### src/rtl/glitch_phase_sweep.sv
// Phase-sweep controller for the glitchy-clock generator: steps the DCM phase through a range
// and fires a fixed number of glitch requests per settled point. Ack timeout enabled by GLITCH_SWEEP_TIMEOUT_EN.
module glitch_phase_sweep #(
    parameter int PHASE_W        = 8,
    parameter int SHOTS_W        = 8,
    parameter int SETTLE_CYCLES  = 16,
    parameter int TIMEOUT_CYCLES = 1024
) (
    input  logic               clkin,
    input  logic               rst,
    input  logic               start,
    input  logic               abort,
    input  logic [PHASE_W-1:0] phase_min,
    input  logic [PHASE_W-1:0] phase_max,
    input  logic [PHASE_W-1:0] phase_step,
    input  logic [SHOTS_W-1:0] shots,
    input  logic               dcm_ready,
    input  logic               trig_ack,
    output logic [PHASE_W-1:0] phase,
    output logic               trig_req,
    output logic [SHOTS_W-1:0] cur_shot,
    output logic               busy,
    output logic               done,
    output logic               ack_timeout
);

    typedef enum logic [2:0] {IDLE, LOAD, BLANK, SETTLE, FIRE, WAIT_LOW, NEXT, DONE} state_t;

    if (SETTLE_CYCLES < 4 || SETTLE_CYCLES > 255) begin : g_bad_settle
        $error("SETTLE_CYCLES out of range 4..255");
    end
    if (TIMEOUT_CYCLES < 2) begin : g_bad_timeout
        $error("TIMEOUT_CYCLES must be at least 2");
    end

    state_t             state_reg, state_next;
    logic [PHASE_W-1:0] phase_reg, phase_next;
    logic [PHASE_W-1:0] min_reg, min_next;
    logic [PHASE_W-1:0] max_reg, max_next;
    logic [PHASE_W-1:0] step_reg, step_next;
    logic [SHOTS_W-1:0] shots_reg, shots_next;
    logic [SHOTS_W-1:0] cur_shot_reg, cur_shot_next;
    logic               trig_req_reg, trig_req_next;
    logic               busy_reg, busy_next;
    logic               done_reg, done_next;
    logic               blank_reg, blank_next;
    logic [7:0]         settle_reg, settle_next;
    logic [8:0]         settle_inc;
    logic [SHOTS_W:0]   shot_inc;
    logic [PHASE_W:0]   nxt;

`ifdef GLITCH_SWEEP_TIMEOUT_EN
    localparam int TMO_W = $clog2(TIMEOUT_CYCLES + 1);
    logic [TMO_W-1:0]   tmo_reg, tmo_next;
    logic               ack_timeout_reg, ack_timeout_next;
`endif

    assign settle_inc = {1'b0, settle_reg} + 9'd1;
    assign shot_inc   = {1'b0, cur_shot_reg} + (SHOTS_W+1)'(1);
    assign nxt        = {1'b0, phase_reg} + {1'b0, step_reg};

    always_comb begin
        state_next    = state_reg;
        phase_next    = phase_reg;
        min_next      = min_reg;
        max_next      = max_reg;
        step_next     = step_reg;
        shots_next    = shots_reg;
        cur_shot_next = cur_shot_reg;
        blank_next    = blank_reg;
        settle_next   = settle_reg;
        done_next     = (state_reg == DONE);
`ifdef GLITCH_SWEEP_TIMEOUT_EN
        tmo_next         = tmo_reg;
        ack_timeout_next = ack_timeout_reg;
`endif
        case (state_reg)
            IDLE: begin
                if (start && !busy_reg && !abort) begin
                    min_next      = phase_min;
                    max_next      = phase_max;
                    step_next     = (phase_step == '0) ? PHASE_W'(1) : phase_step;
                    shots_next    = shots;
                    cur_shot_next = '0;
`ifdef GLITCH_SWEEP_TIMEOUT_EN
                    ack_timeout_next = 1'b0;
`endif
                    state_next    = (phase_min > phase_max) ? DONE : LOAD;
                end
            end
            LOAD: begin
                phase_next = min_reg;
                blank_next = 1'b0;
                state_next = BLANK;
            end
            BLANK: begin
                if (blank_reg) begin
                    settle_next = '0;
                    state_next  = SETTLE;
                end else begin
                    blank_next = 1'b1;
                end
            end
            SETTLE: begin
                // Only an unbroken run of ready cycles counts; single-cycle pulses reset to zero.
                if (!dcm_ready) begin
                    settle_next = '0;
                end else if (settle_inc == 9'(SETTLE_CYCLES)) begin
                    state_next = (shots_reg == '0) ? NEXT : FIRE;
                end else begin
                    settle_next = settle_inc[7:0];
                end
            end
            FIRE: begin
                if (trig_ack) state_next = WAIT_LOW;
            end
            WAIT_LOW: begin
                if (!trig_ack) begin
                    if (shot_inc == {1'b0, shots_reg}) begin
                        cur_shot_next = '0;
                        state_next    = NEXT;
                    end else begin
                        cur_shot_next = shot_inc[SHOTS_W-1:0];
                        state_next    = FIRE;
                    end
                end
            end
            NEXT: begin
                // The extra bit catches wrap-around past the top of the phase range.
                if (nxt > {1'b0, max_reg}) begin
                    state_next = DONE;
                end else begin
                    phase_next = nxt[PHASE_W-1:0];
                    state_next = BLANK;
                end
            end
            DONE: state_next = IDLE;
            default: state_next = IDLE;
        endcase
`ifdef GLITCH_SWEEP_TIMEOUT_EN
        if (state_reg == FIRE || state_reg == WAIT_LOW) begin
            tmo_next = tmo_reg + TMO_W'(1);
            if (tmo_next == TMO_W'(TIMEOUT_CYCLES)) begin
                state_next       = DONE;
                cur_shot_next    = cur_shot_reg;
                ack_timeout_next = 1'b1;
            end
        end
        if (state_next == FIRE && state_reg != FIRE) tmo_next = '0;
`endif
        if (abort && state_reg != IDLE) begin
            state_next    = IDLE;
            phase_next    = phase_reg;
            cur_shot_next = cur_shot_reg;
            done_next     = 1'b0;
`ifdef GLITCH_SWEEP_TIMEOUT_EN
            ack_timeout_next = ack_timeout_reg;
`endif
        end
        trig_req_next = (state_next == FIRE);
        busy_next     = (state_next != IDLE) || done_next;
    end

    always_ff @(posedge clkin) begin
        if (rst) begin
            state_reg    <= IDLE;
            phase_reg    <= '0;
            min_reg      <= '0;
            max_reg      <= '0;
            step_reg     <= '0;
            shots_reg    <= '0;
            cur_shot_reg <= '0;
            trig_req_reg <= 1'b0;
            busy_reg     <= 1'b0;
            done_reg     <= 1'b0;
            blank_reg    <= 1'b0;
            settle_reg   <= '0;
        end else begin
            state_reg    <= state_next;
            phase_reg    <= phase_next;
            min_reg      <= min_next;
            max_reg      <= max_next;
            step_reg     <= step_next;
            shots_reg    <= shots_next;
            cur_shot_reg <= cur_shot_next;
            trig_req_reg <= trig_req_next;
            busy_reg     <= busy_next;
            done_reg     <= done_next;
            blank_reg    <= blank_next;
            settle_reg   <= settle_next;
        end
    end

`ifdef GLITCH_SWEEP_TIMEOUT_EN
    always_ff @(posedge clkin) begin
        if (rst) begin
            tmo_reg         <= '0;
            ack_timeout_reg <= 1'b0;
        end else begin
            tmo_reg         <= tmo_next;
            ack_timeout_reg <= ack_timeout_next;
        end
    end
    assign ack_timeout = ack_timeout_reg;
`else
    assign ack_timeout = 1'b0;
`endif

    assign phase    = phase_reg;
    assign trig_req = trig_req_reg;
    assign cur_shot = cur_shot_reg;
    assign busy     = busy_reg;
    assign done     = done_reg;

endmodule

### config.mk
export PLATFORM = sky130hd
export DESIGN_NAME = glitch_phase_sweep
export DESIGN_NICKNAME = d
export VERILOG_FILES = /design/src/rtl/glitch_phase_sweep.sv
export SDC_FILE = /design/constraint.sdc
export NUM_CORES = 1
export LEC_CHECK = 0
export ABC_CLOCK_PERIOD_IN_PS = 4400
export CORE_MARGIN = 3
export CORE_UTILIZATION = 29
export CTS_CLUSTER_DIAMETER = 120
export DETAILED_ROUTE_END_ITERATION = 8
export HOLD_SLACK_MARGIN = 0.12
export PLACE_DENSITY = 0.5
export SETUP_SLACK_MARGIN = 0.2
export SYNTH_ARGS = -nofsm -noshare
export SYNTH_HDL_FRONTEND = slang
export SYNTH_SLANG_ARGS = --single-unit
### constraint.sdc
create_clock -name clkin -period 4.4 [get_ports clkin]
set_input_delay 0.44 -clock clkin [delete_from_list [all_inputs] [get_ports clkin]]
set_output_delay 0.44 -clock clkin [all_outputs]
set_load 0.01 [all_outputs]
==> Flow_metrics.wiki, run 1 <==
{| class="wikitable"
! Metric !! Value
|-
| Via count of the first global-routing pass || 3422
|-
| Worst Path Arrival || 3.88 ns
|-
| Tightest hold margin || 0.455 ns
|-
| Power Density || 366 mW/mm²
|-
| Via Count || 3361
|-
| Die span in y || 119 µm
|-
| Residual antenna-violating net count after detailed routing || 0
|-
| Start-to-end type of the worst setup path || flip-flop to flip-flop
|-
| Gate family responsible for the most delay along the worst path || compound AO/OA/AOI/OAI gates
|-
| Global-route wire length before repair || 17100 µm
|-
| Xor-xnor portion of the synthesized cell area || 0.0403
|-
| Total length of routed wires || 9770 µm
|-
| Largest fanout on the critical path || 13
|-
| Post-Place Worst Slack || 0.764 ns
|-
| Final Hold Vio Count || 0
|-
| Outcome || complete, no violations
|-
| Worst Hold End || max_reg[5]
|-
| Remaining routing DRC violations || 0
|-
| Share of synthesized flip-flops with an asynchronous set or reset || 0
|-
| Detailed-routing iteration count for the pre-antenna-repair pass || 4
|-
| Fraction of final layout cells sized beyond drive strength 1 || 0.0523
|-
| Worst IR drop on VDD || 0.000157 V
|-
| Unrepaired setup endpoints after global routing || no
|-
| Min Clock Period, post-route || 3.66 ns
|-
| Global-route congestion overflow total || 0
|-
| Number of enable-type register cells in the synthesized netlist || 0
|-
| Highest clock frequency the design can meet || 0.273 GHz
|-
| Worst Max-Slew Pin Slew || 0.992 ns
|-
| Clk buf depth || 2
|-
| Capturing element type of the critical path || flip-flop
|-
| Number of cell instances on the worst register-to-register path || 17
|-
| Library cell occupying the most area in the post-synthesis netlist || dfxtp_1
|-
| Weighted congestion reported at the end of routability-driven placement || 0.818
|-
| Placed Instance Area || 0.00439 mm²
|-
| Maximum number of pins on one net before global-route repair || 59
|-
| Cell leakage power || 1.75 nW
|-
| Final Cell Area || 0.00465 mm²
|-
| R2r startpoint || phase[1]
|-
| Routed vias/inst || 4.91
|-
| Post-Syn Instances || 468
|-
| Required @ worst endpoint || 4.62 ns
|-
| Worst-case setup margin in the final layout || 0.738 ns
|-
| Number of antenna violations at the first check in global routing || 0
|-
| Worst Min Path Start || max_reg[5]
|-
| Yosys reg bits || 63
|-
| Die width || 119 µm
|-
| Finished Core Util || 0.380
|-
| Clock tree from TritonCTS || done
|-
| Count of boundary I/O pins || 58
|-
| Source-to-sink clock delay at the later pin of the worst-skew pair || 0.33 ns
|-
| Fraction of the mapped netlist area in simple logic gates || 0.233
|-
| CTS sink count || 63
|-
| Fraction of synthesized area in multiplexers || 0.0311
|-
| Crit-path most repeated cell || a21oi_1
|-
| Total power after layout || 1.70 mW
|-
| Final-report max-slew violation count || 0
|-
| Worst Clk Skew || 0.00623 ns
|-
| Flop-to-flop setup slack || 0.74 ns
|-
| Sequential share of the synthesized area || 0.341
|-
| HPWL after DPL || 7210 µm
|-
| Non-Filler Instances || 684
|-
| Type of the worst min-delay path || flip-flop to flip-flop
|-
| Detailed Route Iter0 Violations || 269
|-
| FP Rows || 40
|-
| Post-CTS setup repair buffer count || 0
|-
| Max-Slew Margin vs Limit || 0.336
|-
| Cell type of the slowest stage on the worst timing path || dfxtp_1
|-
| Yosys top cell area share || 0.341
|-
| All-layer global routing usage || 0.146
|-
| H-tree level count || 3
|-
| Kind of start point of the critical path || flip-flop
|-
| Post-synth net total || 533
|-
| Top cells by instance count after synthesis || 80 x nand2_1, 63 x dfxtp_1, 55 x a21oi_1, 39 x nor2_1, 26 x ha_1
|-
| Number of gates given a new drive strength after cts || 0
|-
| Dominant synthesized flop cell || dfxtp_1
|-
| Compound-Gate Fraction of Synth Area || 0.205
|-
| Initial core utilization || 0.302
|-
| Delay of the slowest cell on the worst path || 0.40 ns
|-
| Syn. warnings || 0
|-
| Post-Route Setup TNS || 0 ns
|-
| Total of hold buffers inserted after clock tree synthesis || 0
|-
| Critical path depth || 17
|-
| Area of the core region || 0.0123 mm²
|-
| Worst hold path stage count || 2
|-
| Root Buffer Master || clkbuf_16
|-
| Post-Synthesis Cell Area || 0.00370 mm²
|-
| Average cell area after synthesis || 7.90 µm²
|-
| Routed wire per std cell || 14.3 µm
|-
| Count of inserted antenna diode cells || 0
|-
| Number of distinct library cell variants in the gate-level netlist after synthesis || 57
|-
| Port Buffers || 56
|-
| Number of clock buffers inserted by TritonCTS || 9
|-
| FF-to-FF End || phase[1]
|-
| Portion of the clock cycle consumed by the worst path in the final layout || 0.832
|-
| Area enclosed by the die boundary || 0.0141 mm²
|-
| Main area contributors after synthesis || dfxtp_1 34%, ha_1 8.8%, nand2_1 8.1%, a21oi_1 7.4%, nor2_1 4.0%
|-
| Adder-cell share of the synthesized area || 0.0934
|-
| Total number of nets in the final design || 578
|-
| Number of buffer and inverter stages on the critical path || 1
|-
| Max cap viols || 0
|-
| Most common cell in the synthesized netlist || nand2_1
|-
| Area growth from synthesis to layout || 25.8%
|-
| Main combinational cell family by area after synthesis || simple AND/OR/NAND/NOR gates
|-
| Post-CTS clock slew at the launch and capture registers of the worst setup and hold paths || 0.05 ns
|-
| Sequence of cells on the critical path || ha_1, a21o_1, a21oi_1, o21bai_1, a21oi_1, o21bai_1, a21oi_1, xnor2_1, ha_1, nand3_1, or3_1, o211ai_1, a31oi_1, a211oi_1, buf_4, nor2_1, a311oi_1
|-
| Placed cell count || 670
|-
| Final-report setup violation count || 0
|}
==> worst register-to-register path: stages (launching register included) <==
cell and delay (ns):
dfxtp_1 0.40, ha_1 0.25, a21o_1 0.15, a21oi_1 0.24, o21bai_1 0.09, a21oi_1 0.23
o21bai_1 0.12, a21oi_1 0.20, xnor2_1 0.10, ha_1 0.33, nand3_1 0.10, or3_1 0.31
o211ai_1 0.10, a31oi_1 0.15, a211oi_1 0.23, buf_4 0.24, nor2_1 0.06, a311oi_1 0.25
==> worst max-delay path by stage <==
stage / from / endpoint / slack (ns)
floorplan: phase[1] / phase[2] / 0.84
CTS: phase[1] / phase[1] / 0.75
global placement: phase[1] / phase[2] / 0.91
finish: phase[1] / phase[1] / 0.74
detailed placement: phase[1] / phase[1] / 0.76
global route: phase[1] / phase[0] / 0.32
==> logic make-up (layout without fill, tap and decap cells) <==
family,Yosys count,count (layout)
other cells,1,1
compound gates,117,117
buf+inv,50,98
flops,63,63
xor+xnor,17,17
fa+ha+maj,27,27
simple gates,182,182
mux,11,11
==> cell type report <==
class / count / area, µm²
Multi-Input combinational cell: 355 / 2240
Fill cell: 1267 / 7610
Inverter: 24 / 90.1
Tap cell: 168 / 210
Sequential cell: 63 / 1260
Timing Repair Buffer: 60 / 586
Clock buffer: 13 / 260
Clock inverter: 1 / 5.00
==> where the power goes <==
part | leakage (nW) | internal (mW) | switching, mW
Combinational | 1.11 | 0.181 | 0.219
Clock | 0.132 | 0.404 | 0.234
Sequential | 0.511 | 0.619 | 0.0464
==> per-layer routing <==
layer	part of all wire	up-vias	routed length, µm	GRT usage
met5	0	-	0	0
met1	0.50	1536	4900	0.203
met2	0.43	63	4240	0.218
li1	-	1744	-	-
met3	0.041	18	397	0.0247
met4	0.023	0	223	0.0688
==> placed cells by master, fill, tap and decap left out, types with 2 or more instances in the layout <==
master	n
a211o_1	5
nor4bb_1	2
a22oi_1	2
and3_1	4
o21bai_1	3
nand3b_1	3
a22o_1	3
xnor2_1	13
nand4_1	7
clkbuf_1	2
a221oi_1	2
nand3_1	11
mux2_2	4
a211oi_1	8
clkbuf_8	2
o211ai_1	2
a21oi_1	55
inv_1	24
a311oi_1	7
nor3b_1	3
nor2b_1	4
clkdlybuf4s50_1	55
dfxtp_1	63
buf_4	4
o21ai_0	12
ha_1	26
nand2_1	80
nor4b_1	2
nor4_1	6
xor2_1	4
clkbuf_16	9
nor2_1	39
mux2i_1	7
nand2b_1	7
a21o_1	4
o2111ai_1	2
or3_1	3
and2_1	3
a31oi_1	2
nor3_1	3
(Power assumes the default switching activity.)
==> inputs of run 2 (changes only) <==
Settings changed: ABC_CLOCK_PERIOD_IN_PS 4400 to 3500.
Clock period 4.4 ns to 3.5 ns, I/O delays scaled along.
==> run 2 against run 1 <==
Flip-flop and latch count is the same. First-iteration DRC count shrank 15%. Combinational power grew 36%. Cell area grew 5.6%. Hold slack lost 0.0027 ns. Critical path depth shrank 2. Largest power group is now the clock network. Global-route usage grew 0.31 points. Non-clock buffer count grew 17. Routed wire length grew 5.1%.
==> Flow_metrics.wiki, run 2 (synthesis gave the netlist of run 1 again) <==
{| class="wikitable"
! Metric !! Value
|-
| Maximum number of pins on one net before global-route repair || 40 (-32%)
|-
| Placed cell count || 670 (unchanged)
|-
| Clk buf depth || 2 (unchanged)
|-
| Root Buffer Master || clkbuf_16
|-
| Sequential share of power || 0.372 (-0.019)
|-
| Relative contribution of the clock network to total power || 0.386 (+0.011)
|-
| Worst Max-Slew Pin Slew || 0.833 ns (-0.159 ns)
|-
| Commonest non-fill, non-tap cell in the layout || nand2_1
|-
| Capturing element type of the critical path || flip-flop
|-
| Internal power || 1.59 mW (+32%)
|-
| Type of the worst min-delay path || flip-flop to flip-flop
|-
| CTS sink count || 63 (unchanged)
|-
| Required @ worst endpoint || 3.69 ns (-0.93 ns)
|-
| Total power after layout || 2.25 mW (+32%)
|-
| Total of hold buffers inserted after clock tree synthesis || 0 (unchanged)
|-
| Remaining routing DRC violations || 0 (unchanged)
|-
| Post-Route Setup TNS || 0 ns (unchanged)
|-
| Final Cell Area || 0.00492 mm² (+5.6%)
|-
| Area growth from synthesis to layout || 33.0%
|-
| FP Rows || 40 (unchanged)
|-
| Largest fanout on the critical path || 7 (-6)
|-
| Detailed Route Iter0 Violations || 228 (-15%)
|-
| Outcome || complete, no violations
|-
| H-tree level count || 3 (unchanged)
|-
| Count of inserted antenna diode cells || 0 (unchanged)
|-
| Finished Core Util || 0.401 (+0.0214)
|-
| Die span in y || 119 µm (unchanged)
|-
| Clock tree from TritonCTS || done
|-
| Worst IR drop on VDD || 0.000241 V (+53%)
|-
| Detailed-routing iteration count for the pre-antenna-repair pass || 4 (unchanged)
|-
| Number of antenna violations at the first check in global routing || 0 (unchanged)
|-
| Final Hold Vio Count || 0 (unchanged)
|-
| Unrepaired setup endpoints after global routing || yes
|-
| Start-to-end type of the worst setup path || flip-flop to flip-flop
|-
| Total number of nets in the final design || 595 (+2.9%)
|-
| Via Count || 3489 (+3.8%)
|-
| Number of clock buffers inserted by TritonCTS || 9 (unchanged)
|-
| Post-CTS clock slew at the launch and capture registers of the worst setup and hold paths || 0.05 ns (about the same)
|-
| Die width || 119 µm (unchanged)
|-
| Portion of the clock cycle consumed by the worst path in the final layout || 0.948 (+0.116)
|-
| Fill cell instance count of the final layout || 1272 (+0.39%)
|-
| Final-report setup violation count || 0 (unchanged)
|-
| Area enclosed by the die boundary || 0.0141 mm² (unchanged)
|-
| Area of the core region || 0.0123 mm² (unchanged)
|-
| Worst Path Arrival || 3.51 ns (-0.37 ns)
|-
| Worst-case setup margin in the final layout || 0.181 ns (-0.557 ns)
|-
| Highest clock frequency the design can meet || 0.301 GHz (+10%)
|-
| Final-report max-slew violation count || 0 (unchanged)
|-
| Power Density || 458 mW/mm² (+25%)
|-
| Via count of the first global-routing pass || 3410 (-0.35%)
|-
| Weighted congestion reported at the end of routability-driven placement || 0.851 (+4.0%)
|-
| Initial core utilization || 0.302 (unchanged)
|-
| Highest-count cells in the layout ignoring fill and taps || 80 x nand2_1, 60 x dfxtp_1, 55 x clkdlybuf4s50_1
|-
| HPWL after DPL || 7330 µm (+1.7%)
|-
| Source-to-sink clock delay at the later pin of the worst-skew pair || 0.32 ns (about the same)
|-
| Routed vias/inst || 4.96 (+1.0%)
|-
| Port Buffers || 56 (unchanged)
|-
| Global-route wire length before repair || 17300 µm (+1.3%)
|-
| Global-route congestion overflow total || 0 (unchanged)
|-
| Total length of routed wires || 10300 µm (+5.1%)
|-
| Fraction of final layout cells sized beyond drive strength 1 || 0.118 (+0.0654)
|-
| Post-Place Worst Slack || -0.0307 ns (-0.795 ns)
|-
| Share of total power in combinational logic || 0.242 (+0.007)
|-
| Min Clock Period, post-route || 3.32 ns (-0.343 ns)
|-
| All-layer global routing usage || 0.149 (+0.00309)
|-
| Placed Instance Area || 0.00440 mm² (+0.26%)
|-
| Kind of start point of the critical path || flip-flop
|-
| Count of boundary I/O pins || 58 (unchanged)
|-
| Non-Filler Instances || 703 (+2.8%)
|-
| Residual antenna-violating net count after detailed routing || 0 (unchanged)
|-
| Sw Ratio || 0.292 (-0.000886)
|-
| Max cap viols || 0 (unchanged)
|-
| Routed wire per std cell || 14.6 µm (+2.3%)
|-
| P_sw || 0.659 mW (+32%)
|-
| Tightest hold margin || 0.453 ns (-0.00270 ns)
|-
| Worst Clk Skew || 0.00696 ns (+0.000721 ns)
|-
| Max-Slew Margin vs Limit || 0.445 (+0.109)
|-
| Cell leakage power || 1.86 nW (+6.1%)
|}
## run 2: changes by cell type in the layout (fill, tap and decap cells not counted), sizes merged
cell / change
buf: +17
clkinv: +2
bufinv: +1
clkbuf: -1
## run 2: metal layers
layer  share of wire  track usage
met1            0.49        0.201
met4           0.021       0.0615
met2            0.45        0.233
met3           0.036       0.0285
met5               0            0
## run 2: path summary, 6_finish.rpt
| check | to | cells past startpoint | slack (ns) | startpoint |
|---|---|---|---|---|
| setup / recovery | phase[3] | 15 | 0.18 | step_reg[0] |
| hold / removal | max_reg[4] | 2 | 0.45 | max_reg[4] |
| setup reg to reg | phase[3] | 15 | 0.18 | step_reg[0] |
| hold reg to reg | max_reg[4] | 2 | 0.45 | max_reg[4] |
## run 2: worst max-delay path, stage by stage (launching register included)
cell and delay [ns]:
dfxtp_1 0.33, ha_4 0.17, fa_2 0.40, a211oi_2 0.26, o21bai_1 0.11, a21oi_1 0.18, xnor2_1 0.11, ha_1 0.32
nand3_2 0.08, or3_1 0.31, o211ai_1 0.11, a31oi_2 0.13, a211oi_2 0.25, buf_6 0.19, mux2i_1 0.20, nor2_1 0.06
## run 2: final cells by class
cell class / count / area [µm²] / share of cell area
sequential: 63 / 1270 / 0.258
clock buffer: 12 / 246 / 0.0501
clock inverter: 4 / 45.0 / 0.00916
multi-input combinational: 355 / 2340 / 0.476
tap: 168 / 210 / 0.0427
inverter: 24 / 90.1 / 0.0183
timing repair buffer: 77 / 717 / 0.146
## run 2: power groups by stage
stage	registers, mW	logic (mW)	clock network, mW
after global placement	0.849	0.497	0
after detailed placement	0.851	0.509	0
after global routing	0.848	0.618	0.933
after floorplan	0.832	0.344	0
final	0.838	0.545	0.871
after CTS	0.838	0.537	0.897
## run 2: what timing repair did
| action | 4_1_cts | 5_1_grt |
|---|---|---|
| setup endpoints to repair | 11 | 11 |
| pin swaps | 21 | 10 |
| gates cloned | 1 | 0 |
| gates resized for setup | 15 | 6 |
| buffers inserted | 14 | 2 |
==> inputs of run 3 (changes only) <==
Settings changed: HOLD_SLACK_MARGIN 0.12 to not set, MAX_ROUTING_LAYER set to met4.
==> run 3 against run 2 <==
First-iteration DRC count up 4.4%. Critical path depth unchanged. Global-route usage up 0.42 points. Via count down 0.72%. Sequential power about the same. Cell count unchanged. Maximum frequency up 0.24%. Critical path type unchanged. Critical endpoint is now busy. Largest cell class unchanged. Highest routed layer unchanged.
==> Flow_metrics.wiki, run 3 (synthesis gave the netlist of run 1 again) <==
{| class="wikitable"
! Metric !! Value
|-
| Fraction of final layout cells sized beyond drive strength 1 || 0.118 (unchanged)
|-
| Number of cell instances on the worst register-to-register path || 15 (unchanged)
|-
| FP Rows || 40 (unchanged)
|-
| R2r startpoint || step_reg[0]
|-
| Endpoint of the most critical setup path || busy
|-
| Global-route congestion overflow total || 0 (unchanged)
|-
| Number of clock buffers inserted by TritonCTS || 9 (unchanged)
|-
| Max cap viols || 0 (unchanged)
|-
| Clock tree from TritonCTS || done
|-
| Total of hold buffers inserted after clock tree synthesis || 0 (unchanged)
|-
| Count of boundary I/O pins || 58 (unchanged)
|-
| Via count of the first global-routing pass || 3414 (+0.12%)
|-
| Residual antenna-violating net count after detailed routing || 0 (unchanged)
|-
| Routed vias/inst || 4.93 (-0.72%)
|-
| Unrepaired setup endpoints after global routing || yes
|-
| Post-CTS clock slew at the launch and capture registers of the worst setup and hold paths || 0.05 ns (about the same)
|-
| Worst IR drop on VDD || 0.000239 V (-0.89%)
|-
| Remaining routing DRC violations || 0 (unchanged)
|-
| Placed Instance Area || 0.00440 mm² (unchanged)
|-
| Detailed-routing iteration count for the pre-antenna-repair pass || 4 (unchanged)
|-
| Non-Filler Instances || 703 (unchanged)
|-
| H-tree level count || 3 (unchanged)
|-
| Power Density || 458 mW/mm² (about the same)
|-
| Final-report setup violation count || 0 (unchanged)
|-
| Highest-count cells in the layout ignoring fill and taps || 80 x nand2_1, 60 x dfxtp_1, 55 x clkdlybuf4s50_1
|-
| Number of antenna violations at the first check in global routing || 0 (unchanged)
|-
| FF-to-FF End || busy
|-
| Clk buf depth || 2 (unchanged)
|-
| Outcome || complete, no violations
|-
| Area enclosed by the die boundary || 0.0141 mm² (unchanged)
|-
| Initial core utilization || 0.302 (unchanged)
|-
| Global-route wire length before repair || 17300 µm (about the same)
|-
| Final-report max-slew violation count || 0 (unchanged)
|-
| Total power after layout || 2.25 mW (about the same)
|-
| HPWL after DPL || 7330 µm (unchanged)
|-
| Highest clock frequency the design can meet || 0.302 GHz (+0.24%)
|-
| Detailed Route Iter0 Violations || 238 (+4.4%)
|-
| Worst Max-Slew Pin Slew || 0.830 ns (-0.00274 ns)
|-
| Area of the core region || 0.0123 mm² (unchanged)
|-
| Port Buffers || 56 (unchanged)
|-
| Required @ worst endpoint || 3.70 ns (about the same)
|-
| Weighted congestion reported at the end of routability-driven placement || 0.864 (+1.6%)
|-
| Flop-to-flop setup slack || 0.19 ns (about the same)
|-
| Kind of start point of the critical path || flip-flop
|-
| Finished Core Util || 0.401 (unchanged)
|-
| Type of the worst min-delay path || flip-flop to flip-flop
|-
| Capturing element type of the critical path || flip-flop
|-
| Count of inserted antenna diode cells || 0 (unchanged)
|-
| Root Buffer Master || clkbuf_16
|-
| Portion of the clock cycle consumed by the worst path in the final layout || 0.946 (-0.00227)
|-
| Die span in y || 119 µm (unchanged)
|-
| Maximum number of pins on one net before global-route repair || 40 (unchanged)
|-
| Worst Clk Skew || 0.00611 ns (-0.000846 ns)
|-
| All-layer global routing usage || 0.153 (+0.00417)
|-
| Via Count || 3464 (-0.72%)
|-
| Start-to-end type of the worst setup path || flip-flop to flip-flop
|-
| Routed wire per std cell || 14.6 µm (about the same)
|-
| Total number of nets in the final design || 595 (unchanged)
|-
| Cell leakage power || 1.86 nW (unchanged)
|-
| Commonest non-fill, non-tap cell in the layout || nand2_1
|-
| Start point of the critical path || step_reg[0]
|-
| Largest fanout on the critical path || 2 (-5)
|-
| CTS sink count || 63 (unchanged)
|-
| Worst Path Arrival || 3.51 ns (about the same)
|-
| Final Cell Area || 0.00492 mm² (unchanged)
|-
| Max-Slew Margin vs Limit || 0.447 (+0.00183)
|-
| Die width || 119 µm (unchanged)
|-
| Min Clock Period, post-route || 3.31 ns (-0.00796 ns)
|-
| Placed cell count || 670 (unchanged)
|-
| Total length of routed wires || 10300 µm (about the same)
|-
| Final Hold Vio Count || 0 (unchanged)
|-
| Source-to-sink clock delay at the later pin of the worst-skew pair || 0.32 ns (about the same)
|-
| Post-Route Setup TNS || 0 ns (unchanged)
|-
| Area growth from synthesis to layout || 33.0% (unchanged)
|}
[run 3: worst min path at each step]
stage | start | to | slack [ns] | depth (start not counted)
floorplan | abort | done | 0.43 | 1
global placement | min_reg[4] | min_reg[4] | 0.45 | 2
detailed placement | min_reg[4] | min_reg[4] | 0.45 | 2
CTS | max_reg[2] | max_reg[2] | 0.46 | 2
global route | max_reg[4] | max_reg[4] | 0.47 | 2
finish | max_reg[4] | max_reg[4] | 0.45 | 2
[run 3: where the power goes]
group | total (mW) | internal [mW] | switching, mW
registers | 0.838 | 0.779 | 0.0591
logic | 0.546 | 0.250 | 0.296
clock network | 0.870 | 0.567 | 0.303
total | 2.25 | 1.60 | 0.658
[run 3: area by class of cell]
class / instances / area [µm²]
clock inverter: 4 / 45.0
tap: 168 / 210
fill: 1272 / 7340
multi-input combinational: 355 / 2340
timing repair buffer: 77 / 717
clock buffer: 12 / 246
sequential: 63 / 1270
inverter: 24 / 90.1
[run 3: stage by stage]
step,setup slack (ns),hold WS [ns]
2_1_floorplan,0.203,0.427
3_3_place_gp,0.0915,0.449
4_1_cts,0.147,0.457
5_1_grt,-0.0309,0.474
3_5_place_dp,-0.0307,0.449
6_report,0.189,0.453
[run 3: timing repair]
item,CTS,global route
setup endpoints to repair,11,11
setup buffers,14,2
pin swaps,21,10
cloned,1,0
resized for setup,15,6
[run 3: layer usage]
| layer | GRT usage | up-vias | wire length [µm] | part of all wire |
|---|---|---|---|---|
| li1 | - | 1772 | - | - |
| met1 | 0.201 | 1610 | 5060 | 0.49 |
| met2 | 0.233 | 67 | 4670 | 0.45 |
| met3 | 0.0271 | 15 | 366 | 0.036 |
| met4 | 0.0615 | 0 | 171 | 0.017 |
| met5 | - | - | 0 | 0 |
[run 3: critical path, stage by stage (launching register included)]
cell	delay, ns
dfxtp_1	0.33
ha_4	0.17
fa_2	0.40
a211oi_2	0.26
o21bai_1	0.11
a21oi_1	0.18
xnor2_1	0.11
ha_1	0.32
nand3_2	0.08
or3_1	0.31
o211ai_1	0.11
a31oi_2	0.14
buf_4	0.17
a311oi_4	0.27
a211o_1	0.17
o21ai_1	0.06
